--- src/rtl/serial_compare_ctrl_if.sv ---
// serial_compare_ctrl_if
//   Request/result bundle between a requesting datapath (master) and the
//   bit-serial compare controller (slave).
//   start       : request strobe, honoured only while busy=0
//   a, b        : unsigned WIDTH-bit operands, captured on the accepting edge
//   busy        : controller is stepping through the operand bits
//   done        : one-cycle pulse, result valid from this cycle on
//   gt, lt, eq  : held comparison result (A>B, A<B, A==B)
interface serial_compare_ctrl_if #(
  parameter int WIDTH = 32
);
  logic             start;
  logic [WIDTH-1:0] a;
  logic [WIDTH-1:0] b;
  logic             busy;
  logic             done;
  logic             gt;
  logic             lt;
  logic             eq;

  modport master (
    output start, a, b,
    input  busy, done, gt, lt, eq
  );

  modport slave (
    input  start, a, b,
    output busy, done, gt, lt, eq
  );
endinterface

--- src/rtl/serial_compare_ctrl.sv ---
// serial_compare_ctrl
//   Bit-serial unsigned magnitude comparator. A single 1-bit comparator
//   slice is stepped MSB-first, one bit per clock; its sticky p ("greater
//   decided") / q ("less decided") chain state lives in flops between cycles.
//
//   Ports
//     clk    : system clock, rising-edge
//     reset  : asynchronous, active-low reset
//     bus    : serial_compare_ctrl_if.slave (start, a, b, busy, done, gt, lt, eq)
//
//   Optional feature macro: SERIAL_CMP_EARLY_EXIT_EN
//     Defined   : RUN ends as soon as the slice has decided (p|q), so latency
//                 is (leading equal bits)+2 cycles, capped at WIDTH+1.
//     Undefined : fixed WIDTH+1 cycle latency.
//
//   state  | meaning
//   -------+-----------------------------------------------------------
//   IDLE   | waiting for start
//   RUN    | feeding bit cnt of A/B to the slice, busy=1
//   DONE   | one-cycle done pulse; start here is accepted back-to-back
module serial_compare_ctrl #(
  parameter int WIDTH = 32,
  parameter int CW    = $clog2(WIDTH)
) (
  input  logic                  clk,
  input  logic                  reset,
  serial_compare_ctrl_if.slave  bus
);

  typedef enum logic [1:0] {
    S_IDLE = 2'd0,
    S_RUN  = 2'd1,
    S_DONE = 2'd2
  } state_t;

  state_t           r_state;
  state_t           w_next;
  logic [WIDTH-1:0] r_a;
  logic [WIDTH-1:0] r_b;
  logic [CW-1:0]    r_cnt;
  logic             r_p;
  logic             r_q;
  logic             r_gt;
  logic             r_lt;
  logic             r_eq;

  logic             w_accept;
  logic             w_busy;
  logic             w_done;
  logic             w_abit;
  logic             w_bbit;
  logic             w_pout;
  logic             w_qout;
  logic             w_last;

  // Comparator slice; p/q stay set once decided, and the controller only
  // ever presents p=q=0 or exactly one of them set.
  assign w_abit = r_a[r_cnt];
  assign w_bbit = r_b[r_cnt];
  assign w_pout = r_p | (~r_p & ~r_q &  w_abit & ~w_bbit);
  assign w_qout = r_q | (~r_p & ~r_q & ~w_abit &  w_bbit);

`ifdef SERIAL_CMP_EARLY_EXIT_EN
  // Once any bit differs the remaining lower bits cannot change the outcome.
  assign w_last = (r_cnt == '0) | w_pout | w_qout;
`else
  assign w_last = (r_cnt == '0);
`endif

  always_ff @(posedge clk or negedge reset) begin
    if (!reset) begin
      r_state <= S_IDLE;
    end else begin
      r_state <= w_next;
    end
  end

  always_comb begin
    w_next   = r_state;
    w_accept = 1'b0;
    w_busy   = 1'b0;
    w_done   = 1'b0;
    case (r_state)
      S_IDLE: begin
        if (bus.start) begin
          w_accept = 1'b1;
          w_next   = S_RUN;
        end
      end
      S_RUN: begin
        w_busy = 1'b1;
        if (w_last) begin
          w_next = S_DONE;
        end
      end
      S_DONE: begin
        w_done = 1'b1;
        if (bus.start) begin
          w_accept = 1'b1;
          w_next   = S_RUN;
        end else begin
          w_next = S_IDLE;
        end
      end
      default: begin
        w_next = S_IDLE;
      end
    endcase
  end

  always_ff @(posedge clk or negedge reset) begin
    if (!reset) begin
      r_a   <= '0;
      r_b   <= '0;
      r_cnt <= '0;
      r_p   <= 1'b0;
      r_q   <= 1'b0;
      r_gt  <= 1'b0;
      r_lt  <= 1'b0;
      r_eq  <= 1'b0;
    end else if (w_accept) begin
      r_a   <= bus.a;
      r_b   <= bus.b;
      r_p   <= 1'b0;
      r_q   <= 1'b0;
      r_cnt <= CW'(WIDTH - 1);
    end else if (r_state == S_RUN) begin
      r_p <= w_pout;
      r_q <= w_qout;
      if (w_last) begin
        // Result is taken from the slice outputs being registered on this
        // edge, so it is already valid in the DONE cycle.
        r_gt <= w_pout;
        r_lt <= w_qout;
        r_eq <= ~w_pout & ~w_qout;
      end else begin
        r_cnt <= r_cnt - CW'(1);
      end
    end
  end

  assign bus.busy = w_busy;
  assign bus.done = w_done;
  assign bus.gt   = r_gt;
  assign bus.lt   = r_lt;
  assign bus.eq   = r_eq;

endmodule
--- src/flat_wrapper.sv ---
// flat-port wrapper written by rule: the top's interface ports become plain ports
module serial_compare_ctrl_flat 
#(
  parameter int WIDTH = 32,
  parameter int CW    = $clog2(WIDTH)
)
  (clk, reset, bus_start, bus_a, bus_b, bus_busy, bus_done, bus_gt, bus_lt, bus_eq);
  serial_compare_ctrl_if #(.WIDTH(WIDTH)) bus_i ();
  input  logic clk;
  input  logic reset;
  input wire logic [$bits(bus_i.start)-1:0] bus_start;
  input wire logic [$bits(bus_i.a)-1:0] bus_a;
  input wire logic [$bits(bus_i.b)-1:0] bus_b;
  output wire logic [$bits(bus_i.busy)-1:0] bus_busy;
  output wire logic [$bits(bus_i.done)-1:0] bus_done;
  output wire logic [$bits(bus_i.gt)-1:0] bus_gt;
  output wire logic [$bits(bus_i.lt)-1:0] bus_lt;
  output wire logic [$bits(bus_i.eq)-1:0] bus_eq;
  assign bus_i.start = bus_start;
  assign bus_i.a = bus_a;
  assign bus_i.b = bus_b;
  assign bus_busy = bus_i.busy;
  assign bus_done = bus_i.done;
  assign bus_gt = bus_i.gt;
  assign bus_lt = bus_i.lt;
  assign bus_eq = bus_i.eq;
  serial_compare_ctrl #(.WIDTH(WIDTH), .CW(CW)) u_core (.clk(clk), .reset(reset), .bus(bus_i));
endmodule
--- config.mk ---
export PLATFORM = sky130hd
export DESIGN_NAME = serial_compare_ctrl_flat
export DESIGN_NICKNAME = d
export VERILOG_FILES = /design/src/rtl/serial_compare_ctrl_if.sv /design/src/rtl/serial_compare_ctrl.sv /design/src/flat_wrapper.sv
export SDC_FILE = /design/constraint.sdc
export NUM_CORES = 1
export LEC_CHECK = 0
export CORE_MARGIN = 2
export CORE_UTILIZATION = 30
export CTS_CLUSTER_SIZE = 30
export DETAILED_ROUTE_END_ITERATION = 12
export PLACE_DENSITY = 0.6
export SLEW_MARGIN = 20
export SYNTH_ARGS = -nofsm -noshare
export SYNTH_HDL_FRONTEND = slang
export SYNTH_SLANG_ARGS = --single-unit
export TNS_END_PERCENT = 20
--- constraint.sdc ---
create_clock -name clk -period 1.7 [get_ports clk]
set_input_delay 0.425 -clock clk [delete_from_list [all_inputs] [get_ports clk]]
set_output_delay 0.425 -clock clk [all_outputs]
set_load 0.005 [all_outputs]
---- Word-level counts from Yosys, hierarchy flattened ----
Index checks and enable logic that the tools add are counted.
storage, ports and cells
  bits in registers ....................... 76
  output and inout bits ................... 5
cells by class
  $add $sub $neg .......................... 1
  order comparisons ....................... 1
  eq/ne operators ......................... 5
  mux-type cells .......................... 19
  bitwise logic cells ..................... 15
  reduce and logical (&&, ||, !) cells .... 7
operator list
  kind                   count
  $mux W5                3
  $mux W1                11
  $bmux W1 S5            2
  $not A1 Y1             7
  $and A1 B1 Y1          6
  $lt A5 B6 Y1 const B   1
  $pmux W2 S3            1
  $logic_not A5 Y1       1
  $sub A5 B1 Y5 const B  1
  $mux W2                2
  $ne A2 B1 Y1 const B   2
  $reduce_and A2 Y1      2
  $reduce_and A3 Y1      1
  $eq A2 B1 Y1 const B   1
  $eq A2 B2 Y1 const B   1
  $logic_not A2 Y1       1
  $ne A2 B2 Y1 const B   1
  $or A1 B1 Y1           2
  $reduce_bool A2 Y1     1
  $reduce_or A2 Y1       1

---- Longest topological paths before layout ----
Gate-level depths: netlist (run 1).
  word-level depth ........................ 8
  depth in mapped cells ................... 10
  mapped depth without buffers ............ 7

---- Worst setup path after synthesis (run 1) ----
Ideal clock, no wire load.
  path type ............................... reg-to-reg
  start ................................... reg u_core.r_cnt[1]
  end ..................................... reg u_core.r_gt (netlist: u_core.bus.gt)
  data arrival time ....................... 1790 ps
  data required time ...................... 1627 ps
  path slack .............................. -163 ps
  cell stages (with the launch flop) ...... 7
  path buffers ............................ 0
  period minus slack after synthesis ...... 1863 ps
  cell sequence ........................... dfrtp_1 -> nor2_1 -> a22oi_2 -> and4_4 -> a211oi_4 -> or3b_1 -> a21oi_2
on the way
  word-level cells in the longest chain between the ends .. 5
  elaborated cells on any way between the ends .. 10
RTL lines
  element                                      line                                                  RTL
  start, declared                              serial_compare_ctrl.sv:40                             logic [CW-1:0] r_cnt;
  start signal, assigned                       serial_compare_ctrl.sv:126                            r_cnt <= CW'(WIDTH - 1);
  start signal, assigned                       serial_compare_ctrl.sv:137                            r_cnt <= r_cnt - CW'(1);
  $bmux W1 S5 (on tied branches)               serial_compare_ctrl.sv:58, serial_compare_ctrl.sv:59
  $mux W1 (on tied branches)                   serial_compare_ctrl.sv:58, serial_compare_ctrl.sv:59
  $and A1 B1 Y1 or $not A1 Y1 (tied branches)  serial_compare_ctrl.sv:60                             assign w_pout = r_p | (~r_p & ~r_q & w_abit & ~w_bbit);
  $and A1 B1 Y1                                serial_compare_ctrl.sv:60
  $or A1 B1 Y1                                 serial_compare_ctrl.sv:60
  end signal, assigned                         serial_compare_ctrl.sv:133                            r_gt <= w_pout;
  end, declared                                serial_compare_ctrl.sv:43                             logic r_gt;
Parallel ways exist; a longest one is shown, timed or not. The select of a mux whose other input is x is not followed.
A chain may end at the register's enable or synchronous reset.

---- Worst setup path in the final report (run 1) ----
  start ................................... reg u_core.r_cnt[0]
  end ..................................... reg u_core.r_gt (netlist: u_core.bus.gt)
Same word-level chain as after synthesis.

==> flow_results.org, run 1 <==
** STA
- Post-Route Setup TNS :: -1.24 ns
- Setup violations remaining at the end of the flow were counted as 5.
- Setup slack on the critical path of the routed design comes to -0.281 ns.
- Max Transition Viols Final :: 0
- At the pin with the least slew margin, the transition time is slightly below 0.4 ns.
- Final hold violation count :: 0
- Hold is met by 0.0127 ns.
- Of the available clock period, the critical path in the final layout requires 117%.
- Post-layout min period :: approximately 2.0 ns
- For this run, the top clock speed supported by timing is about 500 MHz.
- Worst max-slew margin expressed relative to the limit :: 73.6%
- Skew final :: 0.00653 ns
- Setup repair after global routing could not meet its margin everywhere.

** Power and ir drop
- Dividing total power by cell area gives a power density of between 1500 and 2000 nW/um2.
- Share of power burned in the clock network :: 21.5%
- In this run, flip-flops and latches consume 35.7% of the power.
- The analysis attributes to net switching a power of 0.00324 W.
- Internal power comes to 0.00573 W.
- Net switching is 36.1% of the power.
- Comb power frac :: 42.8%
- IR analysis of the VDD net gives a maximum drop of 0.000577 V.
- Summed over all cells, the static leakage comes to ~2.4 nW.

** Drt
- DRT antenna net count :: 0
- Met2 wire len :: between 3000 and 4000 um
- Total length of routed met3 wires :: about 360 um
- Routed len/inst :: 13.4 um
- The routed design has ~8500 um of wire.
- Detail-routed via count per cell :: 4.59
- The routed layout has 2896 vias.
- 1st-pass router iterations :: 4
- Number of DRC violations after detailed-routing iteration 0 :: 163
- DRC errors left :: 0
- After detailed routing, the wire length on met1 is 4060 um.
- The highest metal layer carrying signal wires in the routed design is met4.

** Global route
- Entering global routing, the biggest net connects between 40 and 50 pins.
- The number of antenna violations at the first check in global routing was 0.
- For this run the aggregate overflow at the end of global routing stands at 0.
- Global routing used 14.2% of the available tracks.
- Vias in the first global route :: 3085
- The first global-routing pass estimated ~14000 um of wire.

** Run status
- Violations in the final reports :: setup timing
- Outcome :: finished, violations left

** Setup path
- The slowest stage of the critical path is the sky130_fd_sc_hd__or3b_4 cell.
- Worst-path cell chain :: buf_12 > mux2i_1 > a22oi_2 > and4_4 > a211oi_4 > or3b_4 > a21oi_2
- Counting cells, the worst reg-to-reg path comes to 7.
- For this run, the slowest stage of the critical path takes ~0.43 ns.
- For the worst setup path, the data arrival time is 2.24 ns.
- Nature of the critical path startpoint :: register
- Worst EP required :: roughly 2 ns
- Maximum fanout along the worst path :: 15
- Worst setup path class :: reg -> reg
- Critical Path Sink Type :: register

** Placement
- Buffers placed on the I/O ports in this run total 71.
- Placed instance area :: 4620 um2
- GP Congestion :: 0.864
- The HPWL after detailed placement is between 6000 and 7000 um.

** Logic synthesis
- Synthesized instance count :: 397
- Counting flops with a built-in enable in the synthesized netlist gives 0.
- Yosys mapped the design onto 40 distinct sky130hd cell types.
- Of all flip-flops after synthesis, the portion carrying an async set or reset was 100%.
- After synthesis, the cell types taking the most area are sky130_fd_sc_hd__dfrtp_1, sky130_fd_sc_hd__nand2_1, sky130_fd_sc_hd__mux2i_1.
- Yosys reg bits :: 76
- Netlist area before placement :: about 3600 um2
- Dividing the synthesized area by the synthesized cell count gives about 9.0 um2.
- For this run, the number of Yosys warnings is 0.
- The synthesized design devotes to its leading area cell type a little over half of total area.
- Post-synth top flop :: sky130_fd_sc_hd__dfrtp_1
- The most common cell in the synthesized netlist is sky130_fd_sc_hd__nand2_1.
- The biggest area contributor in the post-synthesis netlist is sky130_fd_sc_hd__dfrtp_1.
- Seq/Total Area, Yosys :: around 54%
- Most common library cells after synthesis :: sky130_fd_sc_hd__nand2_1, sky130_fd_sc_hd__dfrtp_1, sky130_fd_sc_hd__mux2i_1
- The number of nets handed over by synthesis was 465.

** Finish
- Of the cells placed in the final design, the portion with a size suffix greater than 1 is 13.1%.
- The repair_antennas step left the layout with diodes totalling 0.
- Final std cell area, no fill :: 4960 um2
- After the last flow step, the layout net total stands at 551.
- Share of the core filled with cells in the final layout :: 43.2%
- Relative to the synthesized area, the layout overhead comes to 39.5%.

** Floorplanning
- Total die area :: around 13000 um2
- Die boundary width :: 113 um
- Starting density of the core :: a little under a third
- Core area :: 11500 um2
- Vertical extent of the die :: 113 um
- The initialized floorplan defines 39 standard-cell rows.
- I/O pin total :: 72

** Clock network
- CTS buffer count :: 9
- Cts-stage hold buffer count :: 0
- Clock tree synthesis found a total of 76 sinks.
- The clock passes through at most 2 buffers.
- Root buf cell :: sky130_fd_sc_hd__clkbuf_16
- H-tree Lvls :: 3
- After clock tree synthesis, the clock-pin slew on the worst setup and hold paths is 0.06 ns.
- TritonCTS built the clock tree.
- In this run the post-CTS setup repair buffer count came out at 0.
- The clock reaches the later pin of the worst-skew pair after 0.33 ns.

** Job
- Max-capacitance violation count :: 0

** Worst hold path
- The path class of the tightest hold or removal check is in -> async.
cell families (layout without fill, tap and decap cells):
group           after synthesis  count (layout)  share of synthesized area [%]
buf+inv                      27             118                           3.77
fa+ha+maj                     1               1                          0.352
flops                        76              76                           53.5
simple gates                226             226                           25.6
mux                          32              32                           9.01
compound gates               32              32                           7.04
xor+xnor                      3               3                          0.739
critical path: cells and delay by family (launching register included):
family / cells / cell delay, ns
AO/OA/AOI/OAI: 3 / 0.46
flip-flops: 1 / 0.42
AND/OR/NAND/NOR: 2 / 0.63
multiplexers: 1 / 0.23
buffers and inverters: 1 / 0.18
cell type report:
cell class,count,area (um2)
clock buffers,11,243
clock inverters,5,60.1
fillers,1159,6510
inverters,4,15.0
multi-input cells,294,1570
flip-flops and latches,76,1900
well taps,143,179
repair buffers,98,985
what timing repair did:
action | 4_1_cts | 5_1_grt
pin swaps | 2 | 1
setup endpoints to repair | 9 | 10
gates resized for setup | 6 | 7
routing by layer:
metal	vias to the layer above	GRT usage (%)
met4	0	4.55
met2	58	22.7
li1	1451	-
met5	-	0
met1	1376	19.2
met3	11	3.54
per-stage QoR:
stage               setup WS, ns  total power (W)  std cells
global route              -0.382          0.00968        631
detailed placement        -0.358          0.00699        615
CTS                       -0.314          0.00899        631
global placement          -0.272          0.00688        615
finish                    -0.281          0.00896        631
floorplan                 -0.116          0.00563        397
placed cells by master (no fill, tap or decap), drive strengths merged, types with 4 or more instances in the layout:
master	count
a22oi	12
clkdlybuf4s50	68
clkbuf	11
dfrtp	76
a21oi	5
nor2b	4
mux2i	32
buf	28
nand2	201
o21ai	5
nand2b	6
nor2	4
inv	5
final timing paths:
path                                             startpoint  slack [ns]                          to
worst max-delay path            u_core.r_cnt[0]$_DFFE_PN0P_       -0.28   u_core.bus.gt$_DFFE_PN0P_
worst min-delay path                                  reset        0.01  u_core.r_a[14]$_DFFE_PN0P_
worst max register to register  u_core.r_cnt[0]$_DFFE_PN0P_       -0.28   u_core.bus.gt$_DFFE_PN0P_
worst min register to register    u_core.r_b[6]$_DFFE_PN0P_        0.47   u_core.r_b[6]$_DFFE_PN0P_
max in group asynchronous                             reset        1.11   u_core.bus.lt$_DFFE_PN0P_
min in group clk                  u_core.r_b[6]$_DFFE_PN0P_        0.47   u_core.r_b[6]$_DFFE_PN0P_
power groups by stage:
stage	clock [W]	combinational, W	sequential (W)
6_report	0.00193	0.00384	0.00320
3_3_place_gp	0	0.00367	0.00321
4_1_cts	0.00198	0.00383	0.00319
2_1_floorplan	0	0.00260	0.00303
3_5_place_dp	0	0.00379	0.00320
5_1_grt	0.00205	0.00433	0.00330
sequential cells by signal, summed over array words and instances (netlist names):
register / count
u_core.r_cnt: 5
u_core.r_q: 1
u_core.r_a: 32
u_core.r_p: 1
u_core.r_b: 32
u_core.bus.gt: 1
u_core.bus.eq: 1
u_core.r_state: 2
u_core.bus.lt: 1
Power figures use the tool's default switching activity.
==> run 2: changes to the inputs <==
Settings changed: HOLD_SLACK_MARGIN set to 0.08.
==> flow_results.org, run 2 (synthesis gave the netlist of run 1 again) <==
** Run status
- The flow ran to the end, but the final reports show violations.
- The final reports fail on setup timing.

** STA
- The shortest clock period the worst path allows after layout came to 1.98 ns (+0.0000670 ns).
- Period utilisation layout :: 117% (about the same)
- Setup violation total in the final timing report :: 5 (unchanged)
- The final-report hold violation count is 0 (unchanged).
- Worst max-slew margin expressed relative to the limit :: 73.6% (about the same)
- Setup repair after global routing could not meet its margin everywhere.
- The post-layout worst setup margin was -0.281 ns (-0.0000670 ns).
- Worst Hold Margin :: 0.471 ns (+0.459 ns)
- The final count of pins violating max slew came to 0 (unchanged).
- Highest clock rate :: 505 MHz (about the same)
- The final setup skew came to 0.00657 ns (+0.0000378 ns).
- The measured slew at the worst slew-check pin came to 0.396 ns (-0.000730 ns).

** Setup path
- Reg2Reg Depth :: 7 (unchanged)
- Launch point of the worst reg-to-reg path :: u_core.r_cnt[0]$_DFFE_PN0P_
- Slack of the worst reg-to-reg path :: -0.28 ns (about the same)
- The endpoint identified for the worst register-to-register timing path is u_core.bus.gt$_DFFE_PN0P_.
- Maximum fanout along the worst path :: 15 (unchanged)
- Critical path buffers and inverters :: 1 (unchanged)
- Cell family with most CP delay :: simple AND/OR/NAND/NOR gates
- The slowest stage of the critical path is the sky130_fd_sc_hd__or3b_4 cell.
- The total stage count of the critical path came to 7 (unchanged).
- The critical path's largest stage delay came to 0.43 ns (about the same).
- The signal on the critical path passes through buf_12 > mux2i_1 > a22oi_2 > and4_4 > a211oi_4 > or3b_4 > a21oi_2.
- STA classifies the critical path endpoint as a register.
- In this run the worst setup path begins at u_core.r_cnt[0]$_DFFE_PN0P_.
- In this run the worst setup path terminates at u_core.bus.gt$_DFFE_PN0P_.
- Worst setup path class :: reg -> reg
- The critical path data arrival time was 2.24 ns (about the same).
- STA classifies the critical path startpoint as a register.
- Worst EP required :: 1.96 ns (about the same)

** Finish
- Post-layout nets :: 552 (+0.18%)
- In the layout the commonest cells are sky130_fd_sc_hd__nand2_1, sky130_fd_sc_hd__dfrtp_1, sky130_fd_sc_hd__clkdlybuf4s50_1.
- In the final layout, the registers with the most flip-flops are u_core.r_a (32), u_core.r_b (32), u_core.r_cnt (5).
- The number of fillers in the final layout is 1158 (-0.086%).
- Leading cell type in the layout, fill and taps excluded :: sky130_fd_sc_hd__nand2_1
- The final core area utilization came to 43.3% (+0.087 points).
- Antenna diode count :: 0 (unchanged)
- The count of non-filler cells in the finished layout is 632 (+0.16%).
- Proportion of layout cells with a drive suffix above 1 :: 13.1% (-0.027 points)
- Compared with the post-synthesis result, the final layout area differs by 39.8%.

** Drt
- Detail-routed via count per cell :: 4.60 (+0.22%)
- Post-Route WL :: 8490 um (+0.17%)
- The via count of the routed design came to 2907 (+0.38%).
- The remaining antenna violation count after routing came to 0 (unchanged).
- Routed len/inst :: 13.4 um (about the same)
- The final routed DRC violation total was 0 (unchanged).
- The iteration-0 DRC count of the detailed router came to 172 (+5.5%).
- 1st-pass router iterations :: 4 (unchanged)

** Worst hold path
- Start point of the worst hold path :: u_core.r_b[6]$_DFFE_PN0P_
- Tightest Hold Check Type :: reg -> reg

** Placement
- The routability congestion estimate was 0.864 (unchanged).
- The number of placed instances with taps included was 615 (unchanged).
- The count of port buffers added during placement is 71 (unchanged).
- The total half-perimeter wirelength after legalization and detailed placement was 6250 um (unchanged).

** Global route
- Vias in the first global route :: 3088 (+0.097%)
- The number of antenna violations at the first check in global routing is 0 (unchanged).
- Wire length of the first global-routing pass :: 14400 um (about the same)
- The leftover overflow at the end of global routing is 0 (unchanged).
- The largest net degree at the start of global routing was 43 (unchanged).
- The combined global-route utilization of all metal layers came to 14.3% (about the same).

** Clock network
- The number of buffers inserted by post-CTS setup repair was 0 (unchanged).
- The number of H-tree branching levels is 3 (unchanged).
- Reg clk slew, reported paths :: 0.06 ns (about the same)
- CTS buffer count :: 9 (unchanged)
- Root buf cell :: sky130_fd_sc_hd__clkbuf_16
- TritonCTS built the clock tree.
- The insertion delay to the later sink of the worst-skew pair came to 0.33 ns (about the same).
- The worst-case clock buffer depth came to 2 (unchanged).
- The number of clock sinks is 76 (unchanged).

** Floorplanning
- The area of the die came to 12700 um2 (unchanged).
- Starting density of the core :: 31.0% (unchanged)
- The area of the placeable core came to 11500 um2 (unchanged).
- Row Count :: 39 (unchanged)
- The die width came to 113 um (unchanged).
- The count of boundary I/O pins was 72 (unchanged).
- The vertical die dimension was 113 um (unchanged).

** Power and ir drop
- The total power was 0.00897 W (about the same).
- Cell Pwr Density :: 1800 nW/um2 (-0.18%)
- The cell leakage power is 2.45 nW (+0.17%).
- Max IR drop VDD :: 0.000578 V (+0.19%)

** Job
- Max-capacitance violation count :: 0 (unchanged)
-- run 2: how the worst min path moves through the flow --
stage | to | slack [ns] | depth (start not counted)
2_1_floorplan | u_core.bus.eq$_DFFE_PN0P_ | 0.13 | 0
6_report | u_core.r_b[6]$_DFFE_PN0P_ | 0.47 | 2
3_5_place_dp | u_core.r_a[14]$_DFFE_PN0P_ | 0.37 | 1
3_3_place_gp | u_core.r_a[15]$_DFFE_PN0P_ | 0.37 | 1
4_1_cts | u_core.r_b[6]$_DFFE_PN0P_ | 0.48 | 2
5_1_grt | u_core.r_a[16]$_DFFE_PN0P_ | 0.50 | 2
-- run 2: metal layers --
| metal | up-vias | wire length (um) | GRT usage (%) |
|---|---|---|---|
| met3 | 11 | 414 | 3.59 |
| met4 | 0 | 114 | 4.55 |
| met2 | 62 | 3950 | 22.7 |
| met5 | - | 0 | 0 |
| li1 | 1452 | - | - |
| met1 | 1382 | 4000 | 19.2 |
-- run 2: repair_timing --
item                                    CTS  global route
hold buffers                              1             0
endpoints found under the setup margin    9            10
cloned                                    0             0
resized for setup                         6             7
pin swaps                                 2             1
hold endpoints to repair                 26             0
-- run 2: power breakdown --
part / internal [W] / switching, W / leakage (nW) / total, W
combinational: 0.00189 / 0.00194 / 1.37 / 0.00384
clock: 0.00118 / 0.000747 / 0.146 / 0.00193
sequential: 0.00265 / 0.000546 / 0.932 / 0.00320
-- run 2: area by class of cell --
class                      count  area [um2]  area share [%]
sequential                    76        1900            38.3
multi-input combinational    294        1570            31.7
timing repair buffer          99         995            20.0
clock buffer                  11         243            4.89
tap                          143         179            3.60
clock inverter                 5        60.1            1.21
inverter                       4        15.0           0.302
-- run 2: metrics by stage --
| stage | area, um2 | setup TNS, ns | worst slack (ns) |
|---|---|---|---|
| 2_1_floorplan | 3560 | -0.671 | -0.116 |
| 3_3_place_gp | 4620 | -1.17 | -0.272 |
| 3_5_place_dp | 4620 | -1.58 | -0.358 |
| 4_1_cts | 4940 | -1.40 | -0.314 |
| 5_1_grt | 4970 | -1.88 | -0.382 |
| 6_report | 4970 | -1.23 | -0.281 |
-- run 2: worst register-to-register path, delay by kind of cell (launching register included) --
family / cells / cell delay [ns]
AO/OA/AOI/OAI: 3 / 0.46
buffers and inverters: 1 / 0.18
flip-flops: 1 / 0.42
multiplexers: 1 / 0.23
AND/OR/NAND/NOR: 2 / 0.63
==> run 3: changes to the inputs <==
==> constraint.sdc (replaced) <==
create_clock -name clk -period 1.7 [get_ports clk]
set_input_delay 0.425 -clock clk [delete_from_list [all_inputs] [get_ports clk]]
set_output_delay 0.425 -clock clk [all_outputs]
set_load 0.01 [all_outputs]
==> flow_results.org, run 3 (synthesis gave the netlist of run 1 again) <==
** Floorplanning
- Vertical extent of the die :: 113 um (unchanged)
- Total die area :: 12700 um2 (unchanged)
- The initial core utilization is 31.0% (unchanged).
- Row Count :: 39 (unchanged)
- Core area :: 11500 um2 (unchanged)
- The die width came to 113 um (unchanged).
- The count of boundary I/O pins is 72 (unchanged).

** Placement
- Count of placed standard cells including taps :: 615 (unchanged)
- The count of port buffers added during placement came to 71 (unchanged).
- Pre-CTS worst setup slack :: -0.333 ns (+0.0256 ns)
- Placed instance area :: 4620 um2 (unchanged)
- The total half-perimeter wirelength after legalization and detailed placement was 6140 um (-1.8%).
- The routability congestion estimate is 0.866 (+0.22%).

** Run status
- The final reports fail on setup timing.
- The run finished, with violations left.

** Drt
- Routed metal-1 wirelength :: 4050 um (+1.2%)
- Detail-routed via count per cell :: 4.50 (-2.1%)
- Uppermost layer routed :: met4
- Met2 wire len :: 3800 um (-3.8%)
- The detailed-route wire length was 8250 um (-2.8%).
- 1st-pass router iterations :: 4 (unchanged)
- Number of DRC violations after detailed-routing iteration 0 :: 139 (-19%)
- Total length of routed met3 wires :: 338 um (-18%)
- The final routed DRC violation total came to 0 (unchanged).
- Via count :: 2842 (-2.2%)
- The remaining antenna violation count after routing was 0 (unchanged).
- The detail-routed net length per standard cell came to 13.1 um (-2.6%).

** Clock network
- Clock Latency Late Sink :: 0.33 ns (about the same)
- The clock-pin transition on the worst setup and hold timing paths is 0.06 ns (about the same).
- The number of clock sinks came to 76 (unchanged).
- CTS buffer count :: 9 (unchanged)
- Worst-case clock buffer depth :: 2 (unchanged)
- H-tree Lvls :: 3 (unchanged)
- TritonCTS built the clock tree.
- Root buf cell :: sky130_fd_sc_hd__clkbuf_16

** STA
- Worst-Margin Slew :: 0.386 ns (-0.0100 ns)
- Post-Route Setup TNS :: -1.16 ns (+0.0754 ns)
- The normalized max-slew margin was 74.3% (+0.67 points).
- Worst setup margin :: -0.273 ns (+0.00875 ns)
- The timing-limited maximum frequency came to 507 MHz (+0.44%).
- Setup repair after global routing missed its margin :: true
- The shortest clock period the worst path allows after layout is 1.97 ns (-0.00875 ns).
- The final setup skew was 0.00474 ns (-0.00183 ns).
- The final-report hold violation count came to 0 (unchanged).
- The final-report setup violation count was 6 (+1).
- The post-route fraction of the period consumed by the critical path came to 116% (-0.51 points).
- Max Transition Viols Final :: 0 (unchanged)

** Global route
- The largest net degree at the start of global routing is 43 (unchanged).
- The combined global-route utilization of all metal layers is 13.8% (-0.41 points).
- The number of global-route vias before repair was 2951 (-4.4%).
- GR Overflow Total :: 0 (unchanged)
- The wire length of the first global-routing pass was 14000 um (-2.7%).
- The number of antenna violations at the first check in global routing came to 0 (unchanged).

** Finish
- Commonest cells after routing, fill and taps aside :: sky130_fd_sc_hd__nand2_1, sky130_fd_sc_hd__dfrtp_1, sky130_fd_sc_hd__clkdlybuf4s50_1
- Final std cell area, no fill :: 4950 um2 (-0.38%)
- Leading cell type in the layout, fill and taps excluded :: sky130_fd_sc_hd__nand2_1
- Proportion of layout cells with a drive suffix above 1 :: 12.5% (-0.59 points)
- Post-layout instance count excluding filler cells :: 631 (-0.16%)
- The largest registers in the layout are u_core.r_a (32), u_core.r_b (32), u_core.r_cnt (5).
- Relative to the synthesized area, the layout overhead comes to 39.2%.
- Post-layout nets :: 552 (unchanged)
- Antenna diode count :: 0 (unchanged)

** Worst hold path
- Start point of the worst hold path :: u_core.r_a[28]$_DFFE_PN0P_
- The tightest min-delay check is of the reg -> reg type.
- The path with the worst hold slack has its endpoint at u_core.r_a[28]$_DFFE_PN0P_.
- The depth of the worst hold-timing path came to 2 (unchanged).

** Power and ir drop
- Max IR drop VDD :: 0.000601 V (+3.8%)
- The cell leakage power came to 2.48 nW (+1.3%).
- The total power came to 0.00883 W (-1.5%).
- The power density relative to cell area is 1780 nW/um2 (-1.1%).

** Job
- The max-cap violation count is 0 (unchanged).

** Setup path
- The minimum setup slack among reg-to-reg paths came to -0.27 ns (about the same).
- Maximum fanout along the worst path :: 15 (unchanged)
- Arrival time at the worst endpoint :: 2.22 ns (-0.02 ns)
- The data required time of the worst path was 1.95 ns (about the same).
- The depth of the worst register-to-register path came to 7 (unchanged).
- The worst register-to-register path ends at u_core.r_p$_DFFE_PN0P_.
- The worst setup path is captured at a register.
- The setup path with the least slack is of type reg -> reg.
- The worst setup path is launched from a register.
- The startpoint identified for the worst register-to-register timing path is u_core.r_cnt[0]$_DFFE_PN0P_.
==> run 3: routing by layer <==
layer,track usage [%],vias to the layer above
met2,21.4,59
li1,-,1447
met5,0,-
met1,19.6,1331
met3,3.43,5
met4,3.66,0
==> run 3: worst max path at each step <==
stage	startpoint	cells past startpoint	slack (ns)	endpoint
final	u_core.r_cnt[0]$_DFFE_PN0P_	7	-0.27	u_core.r_p$_DFFE_PN0P_
after global placement	u_core.r_cnt[0]$_DFFE_PN0P_	7	-0.27	u_core.r_q$_DFFE_PN0P_
after detailed placement	u_core.r_cnt[0]$_DFFE_PN0P_	7	-0.33	u_core.r_q$_DFFE_PN0P_
after CTS	u_core.r_cnt[0]$_DFFE_PN0P_	7	-0.27	u_core.r_p$_DFFE_PN0P_
after floorplan	u_core.r_cnt[0]$_DFFE_PN0P_	9	-0.12	u_core.bus.gt$_DFFE_PN0P_
after global routing	u_core.r_cnt[0]$_DFFE_PN0P_	7	-0.37	u_core.r_p$_DFFE_PN0P_
==> run 3: timing repair <==
item                                   4_1_cts  5_1_grt
setup buffers                                0        0
resized for setup                            5        7
pin swaps                                    3        0
setup endpoints to repair                    8       12
hold buffers                                 1        0
endpoints found under the hold margin       26        0
==> run 3: power by group <==
group	internal (W)	switching, W	leakage (nW)	total (W)
sequential	0.00265	0.000551	0.932	0.00320
clock	0.00113	0.000716	0.142	0.00185
combinational	0.00188	0.00190	1.41	0.00378
total	0.00566	0.00317	2.48	0.00883
==> run 3: worst max-delay path: stages (launching register included) <==
cell	delay (ns)
sky130_fd_sc_hd__dfrtp_2	0.42
sky130_fd_sc_hd__buf_12	0.18
sky130_fd_sc_hd__mux2i_2	0.22
sky130_fd_sc_hd__a22oi_1	0.10
sky130_fd_sc_hd__and4_4	0.21
sky130_fd_sc_hd__a211oi_4	0.22
sky130_fd_sc_hd__or3b_4	0.42
sky130_fd_sc_hd__o21ai_2	0.12
==> run 3: metrics by stage <==
step           util, %  hold WS [ns]
5_1_grt           43.2         0.499
4_1_cts           43.0         0.477
6_report          43.2         0.473
3_5_place_dp      40.3         0.372
3_3_place_gp      40.3         0.373
2_1_floorplan        -         0.129
==> run 3: cell type report <==
| cell class | instances | area (um2) |
|---|---|---|
| multi-input combinational | 294 | 1560 |
| clock inverter | 6 | 65.1 |
| fill | 1147 | 6520 |
| tap | 143 | 179 |
| inverter | 4 | 15.0 |
| clock buffer | 9 | 225 |
| timing repair buffer | 99 | 1000 |
| sequential | 76 | 1900 |
